**src/rtl/inst_fetch_queue.sv**
```systemverilog
// inst_fetch_queue: instruction fetch stage with a single outstanding
// request to instruction memory and a small {PC, instruction} FIFO feeding
// decode. A redirect reloads the fetch PC, flushes the FIFO and drops any
// response still in flight.
// Optional feature: define IF_BYPASS_EN to forward a response straight to
// decode when the FIFO is empty (one cycle less fetch latency).
module inst_fetch_queue #(
  parameter int unsigned DEPTH    = 4,
  parameter logic [31:0] RESET_PC = 32'h0000_0000
) (
  input  logic        clk,
  input  logic        rst,
  input  logic        redirect,
  input  logic [31:0] redirect_pc,
  output logic        imem_req,
  output logic [31:0] imem_addr,
  input  logic        imem_gnt,
  input  logic        imem_rvalid,
  input  logic [31:0] imem_rdata,
  output logic        ins_valid,
  input  logic        ins_ready,
  output logic [31:0] ins_out,
  output logic [31:0] pc_out
);
  localparam int unsigned AW = (DEPTH > 1) ? $clog2(DEPTH) : 1;
  localparam int unsigned CW = AW + 1;
  localparam logic [CW-1:0] DEPTH_C = CW'(DEPTH);

  typedef enum logic [1:0] {S_RUN, S_WAIT, S_DROP} state_e;

  state_e        state_q, state_d;
  logic [31:0]   fpc_q, fpc_d;
  logic [31:0]   req_pc_q, req_pc_d;
  logic [AW-1:0] rd_ptr_q, rd_ptr_d, wr_ptr_q, wr_ptr_d;
  logic [CW-1:0] count_q, count_d;
  logic [63:0]   mem_q [DEPTH];  // entry = {pc, instruction}

  logic req_presented;  // request visible to memory if no redirect masks it
  logic accept;         // memory took the presented request this cycle
  logic resp_ok;        // response that belongs to the live stream
  logic bypass;         // response forwarded combinationally to decode
  logic push, pop, fifo_nonempty;

  // Low address bits of a redirect target are forced to zero, never read.
  logic unused_pc_lsbs;
  assign unused_pc_lsbs = ^redirect_pc[1:0];

  assign fifo_nonempty = (count_q != '0);
  // Requests are only issued with room left, so a response always fits.
  assign req_presented = (state_q == S_RUN) && (count_q < DEPTH_C) && !rst;
  // A grant of an already-presented request counts even in a redirect cycle.
  assign accept        = req_presented && imem_gnt;
  assign resp_ok       = (state_q == S_WAIT) && imem_rvalid && !redirect;

`ifdef IF_BYPASS_EN
  assign bypass = resp_ok && !fifo_nonempty;
`else
  assign bypass = 1'b0;
`endif

  // A bypassed word that decode takes immediately never enters the FIFO.
  assign push = resp_ok && !(bypass && ins_ready);
  assign pop  = fifo_nonempty && !redirect && ins_ready;

  // State register: FSM, fetch PC, request PC and FIFO bookkeeping.
  always_ff @(posedge clk or posedge rst) begin
    if (rst) begin
      state_q  <= S_RUN;
      fpc_q    <= RESET_PC;
      req_pc_q <= RESET_PC;
      rd_ptr_q <= '0;
      wr_ptr_q <= '0;
      count_q  <= '0;
    end else begin
      state_q  <= state_d;
      fpc_q    <= fpc_d;
      req_pc_q <= req_pc_d;
      rd_ptr_q <= rd_ptr_d;
      wr_ptr_q <= wr_ptr_d;
      count_q  <= count_d;
    end
  end

  // FIFO storage: written on push; contents need no reset since count gates them.
  always_ff @(posedge clk) begin
    if (push) begin
      mem_q[wr_ptr_q] <= {req_pc_q, imem_rdata};
    end
  end

  // Next-state logic for the request FSM.
  always_comb begin
    state_d = state_q;
    unique case (state_q)
      S_RUN: begin
        if (accept) state_d = redirect ? S_DROP : S_WAIT;
      end
      S_WAIT: begin
        if (imem_rvalid)   state_d = S_RUN;   // kept or discarded, either way done
        else if (redirect) state_d = S_DROP;
      end
      S_DROP: begin
        if (imem_rvalid) state_d = S_RUN;
      end
      default: state_d = S_RUN;
    endcase
  end

  // Datapath next state: fetch PC, request PC latch, FIFO pointers and count.
  always_comb begin
    fpc_d    = fpc_q;
    req_pc_d = req_pc_q;
    rd_ptr_d = rd_ptr_q;
    wr_ptr_d = wr_ptr_q;
    count_d  = count_q;
    if (accept) begin
      req_pc_d = fpc_q;
      fpc_d    = fpc_q + 32'd4;  // wraps modulo 2^32
    end
    if (redirect) begin
      fpc_d    = {redirect_pc[31:2], 2'b00};
      rd_ptr_d = '0;
      wr_ptr_d = '0;
      count_d  = '0;
    end else begin
      if (push) wr_ptr_d = wr_ptr_q + AW'(1);
      if (pop)  rd_ptr_d = rd_ptr_q + AW'(1);
      case ({push, pop})
        2'b10:   count_d = count_q + CW'(1);
        2'b01:   count_d = count_q - CW'(1);
        default: count_d = count_q;
      endcase
    end
  end

  // Output logic: memory request and decode-side view of the FIFO head.
  always_comb begin
    imem_req  = req_presented && !redirect;
    imem_addr = fpc_q;
    ins_valid = (fifo_nonempty && !redirect) || bypass;
    ins_out   = 32'h0;
    pc_out    = 32'h0;
    if (fifo_nonempty) begin
      {pc_out, ins_out} = mem_q[rd_ptr_q];
    end else if (bypass) begin
      pc_out  = req_pc_q;
      ins_out = imem_rdata;
    end
  end

endmodule
```
**config.mk**
```make
export PLATFORM = sky130hd
export DESIGN_NAME = inst_fetch_queue
export DESIGN_NICKNAME = d
export VERILOG_FILES = /design/src/rtl/inst_fetch_queue.sv
export SDC_FILE = /design/constraint.sdc
export NUM_CORES = 1
export LEC_CHECK = 0
export CAP_MARGIN = 20
export CORE_UTILIZATION = 30
export CTS_BUF_LIST = sky130_fd_sc_hd__clkbuf_4 sky130_fd_sc_hd__clkbuf_8 sky130_fd_sc_hd__clkbuf_16
export DETAILED_ROUTE_END_ITERATION = 8
export HOLD_SLACK_MARGIN = 0.05
export SLEW_MARGIN = 20
export SYNTH_ARGS = -nofsm -noshare
export SYNTH_HDL_FRONTEND = slang
export SYNTH_SLANG_ARGS = --single-unit
```
**constraint.sdc**
```tcl
create_clock -name clk -period 3.35 [get_ports clk]
set_input_delay 0.335 -clock clk [delete_from_list [all_inputs] [get_ports clk]]
set_output_delay 0.335 -clock clk [all_outputs]
set_load 0.02 [all_outputs]
```
==> summary.md, run 1 <==
| Metric | Value |
|---|---|
| Number of synthesized flops with an enable pin | 248 |
| Initial Util | 0.3046 |
| Pin count of the biggest net entering global routing | 55 |
| Leak | 0.005407 uW |
| Fin. Hold Viols | 0 |
| Final Slew Violations | 0 |
| Syn Inst Count | 736 |
| Die Y-Extent | 208.4 um |
| GR peak layer | met2 |
| First-pass GRT wire length | 45010 um |
| Synth Warn # | 0 |
| Final period util | 0.9379 |
| Number of global-route vias before repair | 7298 |
| Crit. End Element | output port |
| Max cap viols | 0 |
| Commonest non-fill, non-tap cell in the layout | edfxtp_1 |
| Vias | 7214 |
| Critical path type | flop to output port |
| Ys flop type | edfxtp_1 |
| Syn_area_per_cell | 17.36 um^2 |
| Via/cell ratio | 4.878 |
| Area share of the largest cell type after synthesis | 0.5828 |
| Post-DP HPWL | 18230 um |
| Initial antenna violation count | 1 |
| Slowest cell on crit path | dfrtp_4 |
| Max stage delay on crit path | 0.71 ns |
| #FFs+latches synth | 317 |
| Pwr dens | 599.2 nW/um^2 |
| CTS Buffer Depth | 3 |
| Required time worst endpoint | 3.01 ns |
| Met2 Use GR | 0.2140 |
| Clk pin slew, worst setup/hold paths | 0.06 ns |
| Synth area leaders | edfxtp_1 58%, dfrtp_1 14%, mux4_2 11% |
| Startpoint types | flop |
| Worst-Skew Late Latency | 0.50 ns |
| GR Util met1 | 0.1929 |
| RSZ-0062 raised after global routing | false |
| RePlAce Congestion | 0.7760 |
| Most frequent cells in the layout | 248 x edfxtp_1, 161 x clkdlybuf4s50_1, 67 x dfrtp_1, 62 x mux4_2, 62 x and2_1 |
| Cell Area, Synth | 12780 um^2 |
| Root Buffer Master | clkbuf_16 |
| Clock skew after layout | 0.02030 ns |
| Yosys top cell by area | edfxtp_1 |
| Worst hold path class | input port to asynchronous set/reset pin |
| CTS Buf Count | 35 |
| Setup Buffers After CTS | 0 |
| Max rail drop VDD | 0.2876 mV |
| Io pins | 168 |
| Crit path max fanout | 20 |
| Layout cells sized above 1 | 0.1883 |
| Arr. time, crit path | 2.81 ns |
| TritonCTS clock tree | yes |
| Final setup viols | 0 |
| Nets | 991 |
| Post-cts resize count | 0 |
| # diodes | 0 |
| Gr ovfl total | 0 |
| Die Footprint | 43420 um^2 |
| Global-route usage over all layers | 0.1359 |
| FMAX | 318.3 MHz |
| Area Overhead vs Synth | 27.60% |
| Row Count | 75 |
| Worst path bufs/invs | 2 |
| Port bufs | 161 |
| Critical path, cell by cell | buf_4 > mux4_2 > and2_1 > clkdlybuf4s50_1 |
| Chip width | 208.4 um |
| Post-route DRC | 0 |
| Clk sink count | 317 |
| # hold bufs at CTS | 0 |
| Count of cell types in the netlist | 41 |
| Initial DRC count | 462 |
| Slew headroom | 0.5659 |
| Overall Power | 9771 uW |
| Fillers | 3845 |
| Met3 Track Usage GR | 0.02943 |
| Post-DRT Antenna Nets | 0 |
| Post-synth ARST share | 0.2177 |
| Sequential-to-total area share from yosys stat | 0.7179 |
| Core area | 41950 um^2 |
| CTS H-tree depth | 2 |
| WL/cell | 19.88 um |
| Outcome | finished, final reports clean |
| Setup TNS | 0 ns |
| Drt total wl | 29400 um |
| Worst-Margin Slew | 0.6457 ns |
| Drt pass-1 iters | 5 |
| Fin crit period | 3.142 ns |
| Crit path max-delay family | buffers and inverters |
cell families (layout without fill, tap and decap cells):
kind of cell,after synthesis,in the layout,share of synthesized area
flops,317,317,0.7179
simple gates,193,193,0.08489
mux,90,90,0.1337
compound gates,63,63,0.03016
buf+inv,52,253,0.01704
xor+xnor,14,14,0.009596
fa+ha+maj,6,6,0.006462
other cells,1,4,0.0002935
sequential cells by signal, indices dropped and copies added, names as in the netlist:
register	flops
mem_q	248
imem_addr	30
req_pc_q	30
count_q	3
rd_ptr_q	2
state_q	2
wr_ptr_q	2
power by group:
group          leakage, uW  switching, uW  internal (uW)
clock             0.000560           1470           2200
combinational      0.00180            614            651
sequential         0.00305            254           4570
total              0.00541           2340           7430
routing by layer:
| metal | vias up | wire length [um] |
|---|---|---|
| met5 | - | 13 |
| met4 | 2 | 391 |
| met3 | 35 | 1684 |
| met2 | 213 | 13790 |
| met1 | 3715 | 13520 |
| li1 | 3249 | - |
final timing paths:
path	startpoint	end	slack [ns]	cells after the start
hold / removal	rst	count_q[2]$_DFFE_PP0P_	0.20	2
setup reg to reg	count_q[2]$_DFFE_PP0P_	imem_addr[29]$_DFFE_PP0N_	0.47	4
hold reg to reg	req_pc_q[24]$_DFFE_PP0P_	mem_q[2][56]$_DFFE_PP_	0.50	0
min in group clk	redirect_pc[16]	imem_addr[16]$_DFFE_PP0N_	0.40	3
setup / recovery	rd_ptr_q[0]$_DFFE_PP0P_	pc_out[22]	0.21	4
max in group asynchronous	rst	req_pc_q[28]$_DFFE_PP0P_	2.49	3
through the flow:
| step | cells | utilization | setup WS [ns] | hold slack (ns) | cell area (um^2) |
|---|---|---|---|---|---|
| 2_1_floorplan | 739 | - | 0.4710 | 0.4339 | 12790 |
| 3_3_place_gp | 1417 | 0.3619 | 0.3550 | 0.4882 | 15180 |
| 3_5_place_dp | 1417 | 0.3619 | 0.3120 | 0.4983 | 15180 |
| 4_1_cts | 1479 | 0.3887 | 0.1074 | 0.1877 | 16310 |
| 5_1_grt | 1479 | 0.3887 | 0.07048 | 0.2352 | 16310 |
| 6_report | 1479 | 0.3887 | 0.2080 | 0.1978 | 16310 |
layout make-up:
cell class,count,area [um^2],share of cell area
Clock buffer,49,1018,0.06246
Clock inverter,13,107.6,0.006599
Inverter,10,37.54,0.002302
Multi-Input combinational cell,370,3412,0.2093
Sequential cell,317,9181,0.5631
Tap cell,539,674.4,0.04136
Timing Repair Buffer,181,1874,0.1149
synthesized netlist by cell type (6+ instances only):
cell      count
and2_1       66
a31oi_1      17
nand3_1      16
nand2_1      28
nand4_1       9
o31ai_1      13
nor2_1       27
or4_1        18
or3_1         6
xor2_1        9
mux4_2       62
edfxtp_1    248
clkbuf_1     26
buf_1         8
mux2_2       25
o21ai_0      24
inv_1         9
dfrtp_1      69
Power figures use the tool's default switching activity.
==> inputs of run 2 (changes only) <==
--- a/config.mk
+++ b/config.mk
@@ -9,6 +9,7 @@
 export CORE_UTILIZATION = 30
 export CTS_BUF_LIST = sky130_fd_sc_hd__clkbuf_4 sky130_fd_sc_hd__clkbuf_8 sky130_fd_sc_hd__clkbuf_16
 export DETAILED_ROUTE_END_ITERATION = 8
+export GPL_TIMING_DRIVEN = 0
 export HOLD_SLACK_MARGIN = 0.05
 export SLEW_MARGIN = 20
 export SYNTH_ARGS = -nofsm -noshare
==> run 2 against run 1 <==
Against the previous run:
- via count grew 0.73%
- sequential cell count did not move
- worst setup slack lost 0.043 ns
- critical path depth stayed put
- core utilization is 0.35 points higher
- clock-buffer cell count did not move
- sequential share of layout area down 0.54 points
- combinational power barely moved
- maximum frequency shrank 1.4%
==> summary.md, run 2 (same netlist as run 1, synthesis figures left out) <==
| Metric | Value |
|---|---|
| Most frequent cells in the layout | 248 x edfxtp_1, 161 x clkdlybuf4s50_1, 68 x dfrtp_1, 62 x mux4_2, 62 x and2_1 |
| Clock skew after layout | 0.02111 ns (+0.0008006 ns) |
| CTS Buffer Depth | 3 (unchanged) |
| FF-to-FF path depth | 6 (+2) |
| Vias | 7267 (+0.73%) |
| Initial DRC count | 400 (-13%) |
| Fin util | 0.3922 (+0.003460) |
| Pin count of the biggest net entering global routing | 52 (-5.5%) |
| Combinational share of power | 0.125 (-0.004) |
| Worst hold path class | input port to asynchronous set/reset pin |
| Crit path max fanout | 10 (-50%) |
| Fillers | 3864 (+0.49%) |
| Overall Power | 10110 uW (+3.5%) |
| Area Overhead vs Synth | 28.74% |
| Layout cells sized above 1 | 0.1884 (about the same) |
| Io pins | 168 (unchanged) |
| Post-place instance area | 15210 um^2 (+0.21%) |
| Clk pwr share | 0.398 (+0.021) |
| Pwr dens | 614.5 nW/um^2 (+2.5%) |
| Design Area, Final | 16450 um^2 (+0.89%) |
| Clk sink count | 317 (unchanged) |
| Chip width | 208.4 um (unchanged) |
| Gr ovfl total | 0 (unchanged) |
| First-pass GRT wire length | 46430 um (+3.2%) |
| Post-DP HPWL | 19640 um (+7.7%) |
| Initial antenna violation count | 2 (+1) |
| CTS H-tree depth | 2 (unchanged) |
| Number of global-route vias before repair | 7488 (+2.6%) |
| Sequential group share of total power | 0.477 (-0.017) |
| Row Count | 75 (unchanged) |
| Global-route usage over all layers | 0.1422 (+0.006289) |
| Post-DRT Antenna Nets | 0 (unchanged) |
| Die Y-Extent | 208.4 um (unchanged) |
| Drt total wl | 30510 um (+3.8%) |
| Startpoint types | flop |
| Final setup viols | 0 (unchanged) |
| Die Footprint | 43420 um^2 (unchanged) |
| Psw | 2403 uW (+2.6%) |
| Core area | 41950 um^2 (unchanged) |
| Final period util | 0.9508 (+0.01293) |
| Max reg flops | 248 (unchanged) |
| Worst-Margin Slew | 0.9758 ns (+0.3301 ns) |
| Required time worst endpoint | 3.01 ns (about the same) |
| Max cap viols | 0 (unchanged) |
| Max rail drop VDD | 0.3645 mV (+27%) |
| Largest Register | mem_q |
| Arr. time, crit path | 2.85 ns (+0.04 ns) |
| Nets | 1016 (+2.5%) |
| Crit. End Element | output port |
| Outcome | finished, final reports clean |
| Fin crit period | 3.185 ns (+0.04331 ns) |
| Via/cell ratio | 4.825 (-1.1%) |
| CTS Buf Count | 36 (+2.9%) |
| Root Buffer Master | clkbuf_16 |
| Leak | 0.005493 uW (+1.6%) |
| Setup Buffers After CTS | 0 (unchanged) |
| RePlAce Congestion | 0.8122 (+4.7%) |
| Drt pass-1 iters | 5 (unchanged) |
| Worst-Skew Late Latency | 0.52 ns (+0.02 ns) |
| Fin. Hold Viols | 0 (unchanged) |
| Port bufs | 161 (unchanged) |
| WL/cell | 20.26 um (+1.9%) |
| Final Slew Violations | 0 (unchanged) |
| Int Pwr | 7706 uW (+3.7%) |
| Commonest non-fill, non-tap cell in the layout | edfxtp_1 |
| FMAX | 313.9 MHz (-1.4%) |
| RSZ-0062 raised after global routing | false |
| TritonCTS clock tree | yes |
| Post-route DRC | 0 (unchanged) |
| Net Sw Frac | 0.2377 (-0.002054) |
| Slew headroom | 0.3434 (-0.2224) |
| Initial Util | 0.3046 (unchanged) |
| Clk pin slew, worst setup/hold paths | 0.06 ns (about the same) |
| Critical path type | flop to output port |
==> run 2: cell count changes in the layout (fill, tap and decap cells not counted), moves of 4 or more <==
cell,delta
clkbuf_1,+18
buf_2,+9
buf_12,-7
buf_4,-6
clkbuf_2,+5
clkbuf_8,-4
==> run 2: through the flow <==
stage                     hold slack (ns)  std cells  setup TNS [ns]  setup slack (ns)
after floorplan                    0.4339        739               0            0.4710
after global placement             0.4886       1439         -369.20            -1.477
after detailed placement           0.5029       1444          -5.741           -0.2090
after CTS                          0.2122       1505               0           0.02685
after global routing               0.2362       1505               0           0.01461
final                              0.2172       1506               0            0.1647
==> run 2: final timing paths <==
kind | start | endpoint | slack [ns]
worst max-delay path | rd_ptr_q[0]$_DFFE_PP0P_ | pc_out[10] | 0.16
worst min-delay path | rst | rd_ptr_q[0]$_DFFE_PP0P_ | 0.22
worst max register to register | count_q[2]$_DFFE_PP0P_ | imem_addr[20]$_DFFE_PP0N_ | 0.70
worst min register to register | req_pc_q[11]$_DFFE_PP0P_ | mem_q[3][43]$_DFFE_PP_ | 0.51
max in group asynchronous | rst | imem_addr[25]$_DFFE_PP0N_ | 2.57
min in group clk | redirect_pc[16] | imem_addr[16]$_DFFE_PP0N_ | 0.38
==> run 2: layer usage <==
| metal | wire [um] | global-route usage | part of all wire | vias up |
|---|---|---|---|---|
| met5 | 11 | 0 | 0.00036 | - |
| met3 | 1818 | 0.03155 | 0.060 | 41 |
| met4 | 460 | 0.03193 | 0.015 | 2 |
| li1 | - | - | - | 3295 |
| met1 | 14190 | 0.1998 | 0.47 | 3689 |
| met2 | 14030 | 0.2248 | 0.46 | 240 |
==> run 2: power by group through the flow <==
stage | sequential (uW) | combinational (uW) | clock, uW
2_1_floorplan | 4840 | 689 | 0
3_3_place_gp | 4870 | 1280 | 0
3_5_place_dp | 4890 | 1300 | 0
4_1_cts | 4820 | 1300 | 4120
5_1_grt | 4860 | 1370 | 4260
6_report | 4820 | 1270 | 4020
==> run 2: critical path: stages, from the launching register on <==
cell and delay [ns]:
dfrtp_2 0.57, buf_2 0.44, mux4_2 0.60, and2_1 0.18, clkdlybuf4s50_1 0.54
==> run 2: repair_timing <==
action | in CTS | in global routing
pin swaps | 0 | 0
resized for setup | 22 | 11
endpoints found under the setup margin | 60 | 25
hold buffers | 0 | 0
==> run 2: final cells by class <==
| class | count | area, um^2 | share of cell area |
|---|---|---|---|
| multi-input combinational | 370 | 3413 | 0.2075 |
| inverter | 10 | 40.04 | 0.002434 |
| clock buffer | 49 | 1046 | 0.06358 |
| clock inverter | 15 | 182.7 | 0.01110 |
| sequential | 317 | 9175 | 0.5577 |
| timing repair buffer | 166 | 1734 | 0.1054 |
| buffer | 39 | 182.7 | 0.01110 |
| antenna | 1 | 2.502 | 0.0001521 |
| tap | 539 | 674.4 | 0.04099 |
==> inputs of run 3 (changes only) <==
--- a/config.mk
+++ b/config.mk
@@ -6,6 +6,7 @@
 export NUM_CORES = 1
 export LEC_CHECK = 0
 export CAP_MARGIN = 20
+export CORE_ASPECT_RATIO = 0.6
 export CORE_UTILIZATION = 30
 export CTS_BUF_LIST = sky130_fd_sc_hd__clkbuf_4 sky130_fd_sc_hd__clkbuf_8 sky130_fd_sc_hd__clkbuf_16
 export DETAILED_ROUTE_END_ITERATION = 8
==> constraint.sdc (replaced) <==
create_clock -name clk -period 3.35 [get_ports clk]
set_input_delay 0.335 -clock clk [delete_from_list [all_inputs] [get_ports clk]]
set_output_delay 0.335 -clock clk [all_outputs]
set_load 0.01 [all_outputs]
==> run 3 against run 2 <==
Against the previous run:
- via count is 1.1% higher
- sequential power hardly changed
- total power is 5.1% lower
- largest cell class unchanged
- largest power group unchanged
==> summary.md, run 3 (same netlist as run 1, synthesis figures left out) <==
| Metric | Value |
|---|---|
| Drt total wl | 31090 um (+1.9%) |
| Most frequent cells in the layout | 248 x edfxtp_1, 161 x clkdlybuf4s50_1, 68 x dfrtp_1, 62 x mux4_2, 62 x and2_1 |
| Psw | 2325 uW (-3.2%) |
| Area Overhead vs Synth | 27.94% |
| Fin. Hold Viols | 0 (unchanged) |
| Worst path bufs/invs | 2 (unchanged) |
| Worst-Margin Slew | 0.7982 ns (-0.1776 ns) |
| Setup TNS | 0 ns (unchanged) |
| Final Slew Violations | 0 (unchanged) |
| Global-route usage over all layers | 0.1459 (+0.003753) |
| Met3 Track Usage GR | 0.03199 (+0.0004419) |
| Fillers | 3918 (+1.4%) |
| Arr. time, crit path | 2.83 ns (-0.02 ns) |
| Die Footprint | 43450 um^2 (about the same) |
| RePlAce Congestion | 0.8276 (+1.9%) |
| Core area | 41950 um^2 (about the same) |
| Chip width | 268.4 um (+29%) |
| Sequential group share of total power | 0.505 (+0.028) |
| Layout cells sized above 1 | 0.1888 (+0.0003909) |
| Vias | 7347 (+1.1%) |
| GR Util met1 | 0.2124 (+0.01259) |
| Crit. End Element | output port |
| Crit path max fanout | 10 (unchanged) |
| Largest Register | mem_q |
| Critical path type | flop to output port |
| Crit path max-delay family | buffers and inverters |
| Worst hold path class | input port to asynchronous set/reset pin |
| FF/Latch Area | 9175 um^2 (unchanged) |
| Drt pass-1 iters | 4 (-1) |
| Slew headroom | 0.4679 (+0.1244) |
| Pwr dens | 586.7 nW/um^2 (-4.5%) |
| FMAX | 315.5 MHz (+0.50%) |
| Final period util | 0.9461 (-0.004756) |
| Leak | 0.005425 uW (-1.2%) |
| Slowest cell on crit path | dfrtp_2 |
| RSZ-0062 raised after global routing | false |
| Clk pwr share | 0.373 (-0.025) |
| Setup Buffers After CTS | 0 (unchanged) |
| Io pins | 168 (unchanged) |
| Combinational share of power | 0.122 (-0.003) |
| First-pass GRT wire length | 47220 um (+1.7%) |
| Die Y-Extent | 161.9 um (-22%) |
| CTS Buffer Depth | 3 (unchanged) |
| Max reg flops | 248 (unchanged) |
| Post-route DRC | 0 (unchanged) |
| Layout Cells excl Fill | 1535 (+1.9%) |
| Startpoint types | flop |
| Nets | 1014 (-0.20%) |
| CTS H-tree depth | 2 (unchanged) |
| Multi-input gate area | 3420 um^2 (+0.18%) |
| Root Buffer Master | clkbuf_16 |
| Clk pin slew, worst setup/hold paths | 0.06 ns (about the same) |
| Clk sink count | 317 (unchanged) |
| Fin crit period | 3.169 ns (-0.01593 ns) |
| CTS Buf Count | 34 (-5.6%) |
| Met2 Use GR | 0.2228 (-0.001963) |
| TritonCTS clock tree | yes |
| Outcome | finished, final reports clean |
| Final setup viols | 0 (unchanged) |
| Critical path, cell by cell | buf_2 > mux4_2 > and2_1 > clkdlybuf4s50_1 |
| Initial antenna violation count | 1 (-1) |
| Clock skew after layout | 0.02679 ns (+0.005689 ns) |
| WL/cell | 20.26 um (about the same) |
| Row Count | 58 (-23%) |
| Pin count of the biggest net entering global routing | 42 (-19%) |
| Initial Util | 0.3046 (about the same) |
| Gr ovfl total | 0 (unchanged) |
| Commonest non-fill, non-tap cell in the layout | edfxtp_1 |
| Net Sw Frac | 0.2424 (+0.004691) |
| Int Pwr | 7267 uW (-5.7%) |
| Post-DP HPWL | 20680 um (+5.3%) |
| Post-DRT Antenna Nets | 0 (unchanged) |
| Max stage delay on crit path | 0.62 ns (+0.02 ns) |
| Initial DRC count | 532 (+33%) |
| GR peak layer | met2 |
| Via/cell ratio | 4.786 (-0.81%) |
| Number of global-route vias before repair | 7460 (-0.37%) |
| Worst-Skew Late Latency | 0.53 ns (about the same) |
| Post-place instance area | 15260 um^2 (+0.30%) |
| Design Area, Final | 16350 um^2 (-0.62%) |
| Max cap viols | 0 (unchanged) |
| Max rail drop VDD | 0.2855 mV (-22%) |
| Port bufs | 161 (unchanged) |
| Required time worst endpoint | 3.01 ns (about the same) |
| Inst Count DP | 1475 (+2.1%) |
| # hold bufs at CTS | 0 (unchanged) |
| Post-cts resize count | 26 (+18%) |
## run 3: changes by cell type in the layout (fill, tap and decap cells not counted), sizes merged
cell and delta:
buf -1, clkinv +2, clkinvlp +1, bufinv -4
## run 3: worst register-to-register path: cells and delay by family (launching register included)
family          cells  cell delay (ns)
simple gates        3             1.57
flops               1             0.46
buf+inv             2             0.39
compound gates      1             0.20
## run 3: stage by stage
stage	power, uW	setup WS, ns	utilization	hold slack (ns)
global route	10020	0.02585	0.3897	0.2904
finish	9592	0.1807	0.3898	0.2553
global placement	6074	-1.486	0.3603	0.4967
floorplan	5422	0.4710	-	0.4339
CTS	9741	0.0002098	0.3896	0.2207
detailed placement	6109	-0.3384	0.3637	0.5132
## run 3: worst paths after layout
kind	start	endpoint	slack, ns	depth (start not counted)
max reg2reg	count_q[2]$_DFFE_PP0P_	imem_addr[29]$_DFFE_PP0N_	0.63	6
min in group clk	redirect_pc[20]	imem_addr[20]$_DFFE_PP0N_	0.37	3
min	rst	req_pc_q[30]$_DFFE_PP0P_	0.26	2
max	rd_ptr_q[0]$_DFFE_PP0P_	pc_out[4]	0.18	4
max in group asynchronous	rst	req_pc_q[7]$_DFFE_PP0P_	2.51	3
min reg2reg	req_pc_q[22]$_DFFE_PP0P_	mem_q[3][54]$_DFFE_PP_	0.50	0
## run 3: layout make-up
class / count / area share
plain buffers: 39 / 0.01148
multi-input cells: 370 / 0.2092
clock buffers: 48 / 0.05992
flip-flops and latches: 317 / 0.5612
diodes: 1 / 0.0001531
well taps: 570 / 0.04362
clock inverters: 14 / 0.005510
repair buffers: 166 / 0.1065
inverters: 10 / 0.002449
## run 3: power by group through the flow
stage / Combinational [uW] / Clock, uW / Sequential, uW
after CTS: 1200 / 3700 / 4840
after detailed placement: 1200 / 0 / 4910
after floorplan: 607 / 0 / 4810
final: 1170 / 3580 / 4840
after global placement: 1180 / 0 / 4890
after global routing: 1270 / 3860 / 4880
## run 3: layer usage
layer,share of wire,wire length (um),vias up
met3,0.048,1501,49
met1,0.48,14860,3845
li1,-,-,3296
met4,0.016,510,0
met5,0,0,-
met2,0.46,14220,157
==> variant 1, RTL diff (config.mk and constraints of run 1) <==
Re-encode `state_e` (3 states) as one-hot, 3 bits wide.
--- a/src/rtl/inst_fetch_queue.sv
+++ b/src/rtl/inst_fetch_queue.sv
@@ -28,3 +28,3 @@
 
-  typedef enum logic [1:0] {S_RUN, S_WAIT, S_DROP} state_e;
+  typedef enum logic [2:0] {S_RUN = 3'b001, S_WAIT = 3'b010, S_DROP = 3'b100} state_e;
 
Function: same outputs for any inputs over 4 cycles, from zero or initial values and one cycle with rst high; so few cycles prove little.
==> variant 1 against run 1 <==
Setup slack worse by 36 ps. Total power is 7.3% lower. Combinational power down 47%. Routed wire length increased by 5.6%. Critical endpoint is now imem_req. Design area grew 1.7%. Sequential power down 3%. Via count grew 4.6%. Sequential cell count is 1 higher. Area after synthesis up 1.6%. Largest cell class unchanged. Count of clock-buffer cells in the layout decreased by 4.
==> variant 1: results <==
export IMPL_status="completed"
export IMPL_relSlewSlack_pct=51.1
export IMPL_seqCellArea_sq_um=9210
export IMPL_muxShareOfSynthArea_pct=11.0
export IMPL_utilization_pct=39.2
export IMPL_yosys_top_cells_area="edfxtp_1, dfrtp_1, mux4_2"
export IMPL_finalWeightedCongestion=0.765
export IMPL_async_flop_share_pct=22.0
export IMPL_synth_seq_cells=318
export IMPL_grt_use_met3_pct=3.90
export IMPL_multi_input_cells=430
export IMPL_pre_cts_slack_ps=578
export IMPL_clock_area_share_pct=6.80
export IMPL_n_all_buffers=188
export IMPL_inv_count=8
export IMPL_dr_first_iter_drc_count=526
export IMPL_grt_util_met2_pct=22.1
export IMPL_dp_cells=1520
export IMPL_clock_buffers=45
export IMPL_dr_wl_met3_um=2360
export IMPL_vdd_drop_max_v=0.000269
export IMPL_synth_commonest_cells="edfxtp_1, nand2_1, dfrtp_1, nor2b_1, mux4_2"
export IMPL_slowest_delay_ps=730
export IMPL_clock_latency_ps=520
export IMPL_swShare_pct=22.7
export IMPL_power_leakage_uw=0.00551
export IMPL_synth_fa_ha_area_share_pct=0.636
export IMPL_routedWlPerCell_um=19.6
export IMPL_dp_hpwl_um=19600
export IMPL_hold_class="in -> reg"
export IMPL_synth_top_family_by_area="simple AND/OR/NAND/NOR gates"
export IMPL_crit_slowest_cell="clkdlybuf4s50_1"
export IMPL_crit_arrival_ps=2840
export IMPL_met2WireLength_um=14300
export IMPL_m1WireLength_um=14000
export IMPL_drive_gt1_share_pct=16.6
export IMPL_synth_xor_area_share_pct=0.742
export IMPL_powerClk_uw=3720
export IMPL_fin_nets=1057
export IMPL_totalPowerFinal_uw=9060
export IMPL_grt_max_degree=46
export IMPL_fillers=3939
[variant 1: changes by cell type in the layout (fill, tap and decap cells not counted), moves of 5 or more]
cell     change
o21ai_0      -5
nor2b_1     +62
buf_4        +7
mux2_2      -25
nand2_1     +76
and2_1      -59
[variant 1: tightest hold or removal path: cells and delay by family]
family | cells | cell delay, ps
AOI/OAI and AO/OA | 1 | 50
and+or+nand+nor | 1 | 90
buffers and inverters | 1 | 390
[variant 1: path summary, 6_finish.rpt]
path / cells past startpoint / to / slack, ps / startpoint
worst max-delay path: 3 / imem_req / 170 / state_q[0]
worst min-delay path: 3 / imem_addr[29] / 380 / redirect_pc[29]
worst max register to register: 4 / imem_addr[29] / 940 / imem_addr[13]
worst min register to register: 0 / mem_q[0][62] / 520 / req_pc_q[30]
max in group asynchronous: 3 / state_q[0] / 2150 / rst
min in group asynchronous: 2 / imem_addr[15] / 460 / rst
==> variant 2, RTL diff (flow settings as in run 1) <==
Made on the original files. The option `IF_BYPASS_EN` is turned on by a define.
--- a/src/rtl/inst_fetch_queue.sv
+++ b/src/rtl/inst_fetch_queue.sv
@@ -6,2 +6,4 @@
 // decode when the FIFO is empty (one cycle less fetch latency).
+`define IF_BYPASS_EN
+
 module inst_fetch_queue #(
Check against the original RTL: not equivalent (a bounded check fails within 4 cycles, from zero or initial values and one cycle with rst high).
==> variant 2 against run 1 <==
Count of clock-buffer cells in the layout down 2. Area after synthesis up 2.5%. Largest cell class unchanged. Total power increased by 4.1%. Largest power group unchanged. Synthesized cell count rose by 10%. Setup slack lost 110 ps. Design area is 4.1% higher. Non-clock buffer count increased by 12. The run now ends with DRC left. Routed wire length grew 6.7%. Sequential cell count stayed put.
==> variant 2: results <==
export IMPL_status="complete, but fails checks"
export IMPL_violations="DRC"
export IMPL_vdd_drop_max_v=0.000277
export IMPL_drt_pass1_iterations=7
export IMPL_drt_wl_total_um=31400
export IMPL_p_seq_uw=4790
export IMPL_antenna_found_initial=0
export IMPL_synth_top_cell_area_share_pct=56.9
export IMPL_crit_arrival_ps=2920
export IMPL_power_leakage_uw=0.00611
export IMPL_synth_compound_area_share_pct=7.51
export IMPL_vias=7923
export IMPL_powerClk_uw=4080
export IMPL_grt_pass1_wl_um=48000
export IMPL_syn_inst=812
export IMPL_skew_ps=16.6
export IMPL_grt_util_all_layers_pct=14.2
export IMPL_dp_cells=1537
export IMPL_r2r_end="imem_addr[22]"
export IMPL_pwr_share_clk_pct=40.1
export IMPL_finalWeightedCongestion=0.794
export IMPL_hold_slack_ps=335
export IMPL_synth_commonest_cells="edfxtp_1, nand2_1, dfrtp_1, a22o_1, mux4_2"
export IMPL_yosysSeqAreaShare_pct=70.1
export IMPL_dp_hpwl_um=19600
export IMPL_synth_xor_area_share_pct=0.736
export IMPL_route_detailed_drc=1
export IMPL_muxShareOfSynthArea_pct=10.9
export IMPL_clock_latency_ps=530
export IMPL_grt_pass1_vias=8142
export IMPL_fin_nets=1068
export IMPL_dr_first_iter_drc_count=513
export IMPL_crit_fanout=31
export IMPL_r2r_slack_ps=890
export IMPL_relSlewSlack_pct=43.8
export IMPL_p_switching_uw=2500
export IMPL_final_cells=1604
[variant 2: changes by cell type after synthesis, moves of 3 or more]
cell,delta
nand2_1,+73
a22o_1,+63
and2_1,-60
mux2_2,-25
clkbuf_1,+14
o21ai_0,-7
nand4_1,+6
a22oi_1,+4
nand3_1,+4
nor2b_1,+4
a31oi_1,-3
nor4_1,+3
or2_2,-3
[variant 2: layer usage]
metal / GRT usage (%) / routed length, um
met1: 20.4 / 14900
met2: 21.6 / 14300
met3: 2.54 / 1620
met4: 4.65 / 614
met5: 0 / 0
[variant 2: worst max path at each step]
stage	from	slack, ps	to
global placement	imem_rvalid	470	pc_out[10]
CTS	count_q[0]	10	pc_out[12]
detailed placement	imem_rvalid	470	pc_out[10]
floorplan	state_q[1]	70	mem_q[1][0]
global route	count_q[0]	-20	pc_out[15]
finish	count_q[0]	90	pc_out[20]
[variant 2: cell type report]
class	instances	area (sq um)	area share [%]
clock inverter	17	250	1.47
tap	585	732	4.31
multi-input combinational	434	3700	21.8
sequential	317	9180	54.1
timing repair buffer	193	2090	12.3
inverter	11	41.3	0.243
clock buffer	47	978	5.76
[variant 2: timing repair]
item                                    4_1_cts  5_1_grt
pin swaps                                     0        1
gates cloned                                  0        1
buffers inserted                              0        2
endpoints found under the hold margin         0        0
gates resized for setup                       1       25
endpoints found under the setup margin        1       48
[variant 2: metrics by stage]
step / instance area (sq um) / setup TNS, ps / setup slack, ps
global route: 17000 / -151 / -15.2
floorplan: 13100 / 0 / 70.9
finish: 17000 / 0 / 95.0
global placement: 15600 / 0 / 473
detailed placement: 15600 / 0 / 467
CTS: 16900 / 0 / 12.2
[variant 2: critical path, stage by stage, from the launching register on]
cell,delay (ps)
dfrtp_1,450
or3_2,550
nor3_4,190
buf_4,140
clkbuf_16,230
a22o_1,200
clkdlybuf4s50_1,620
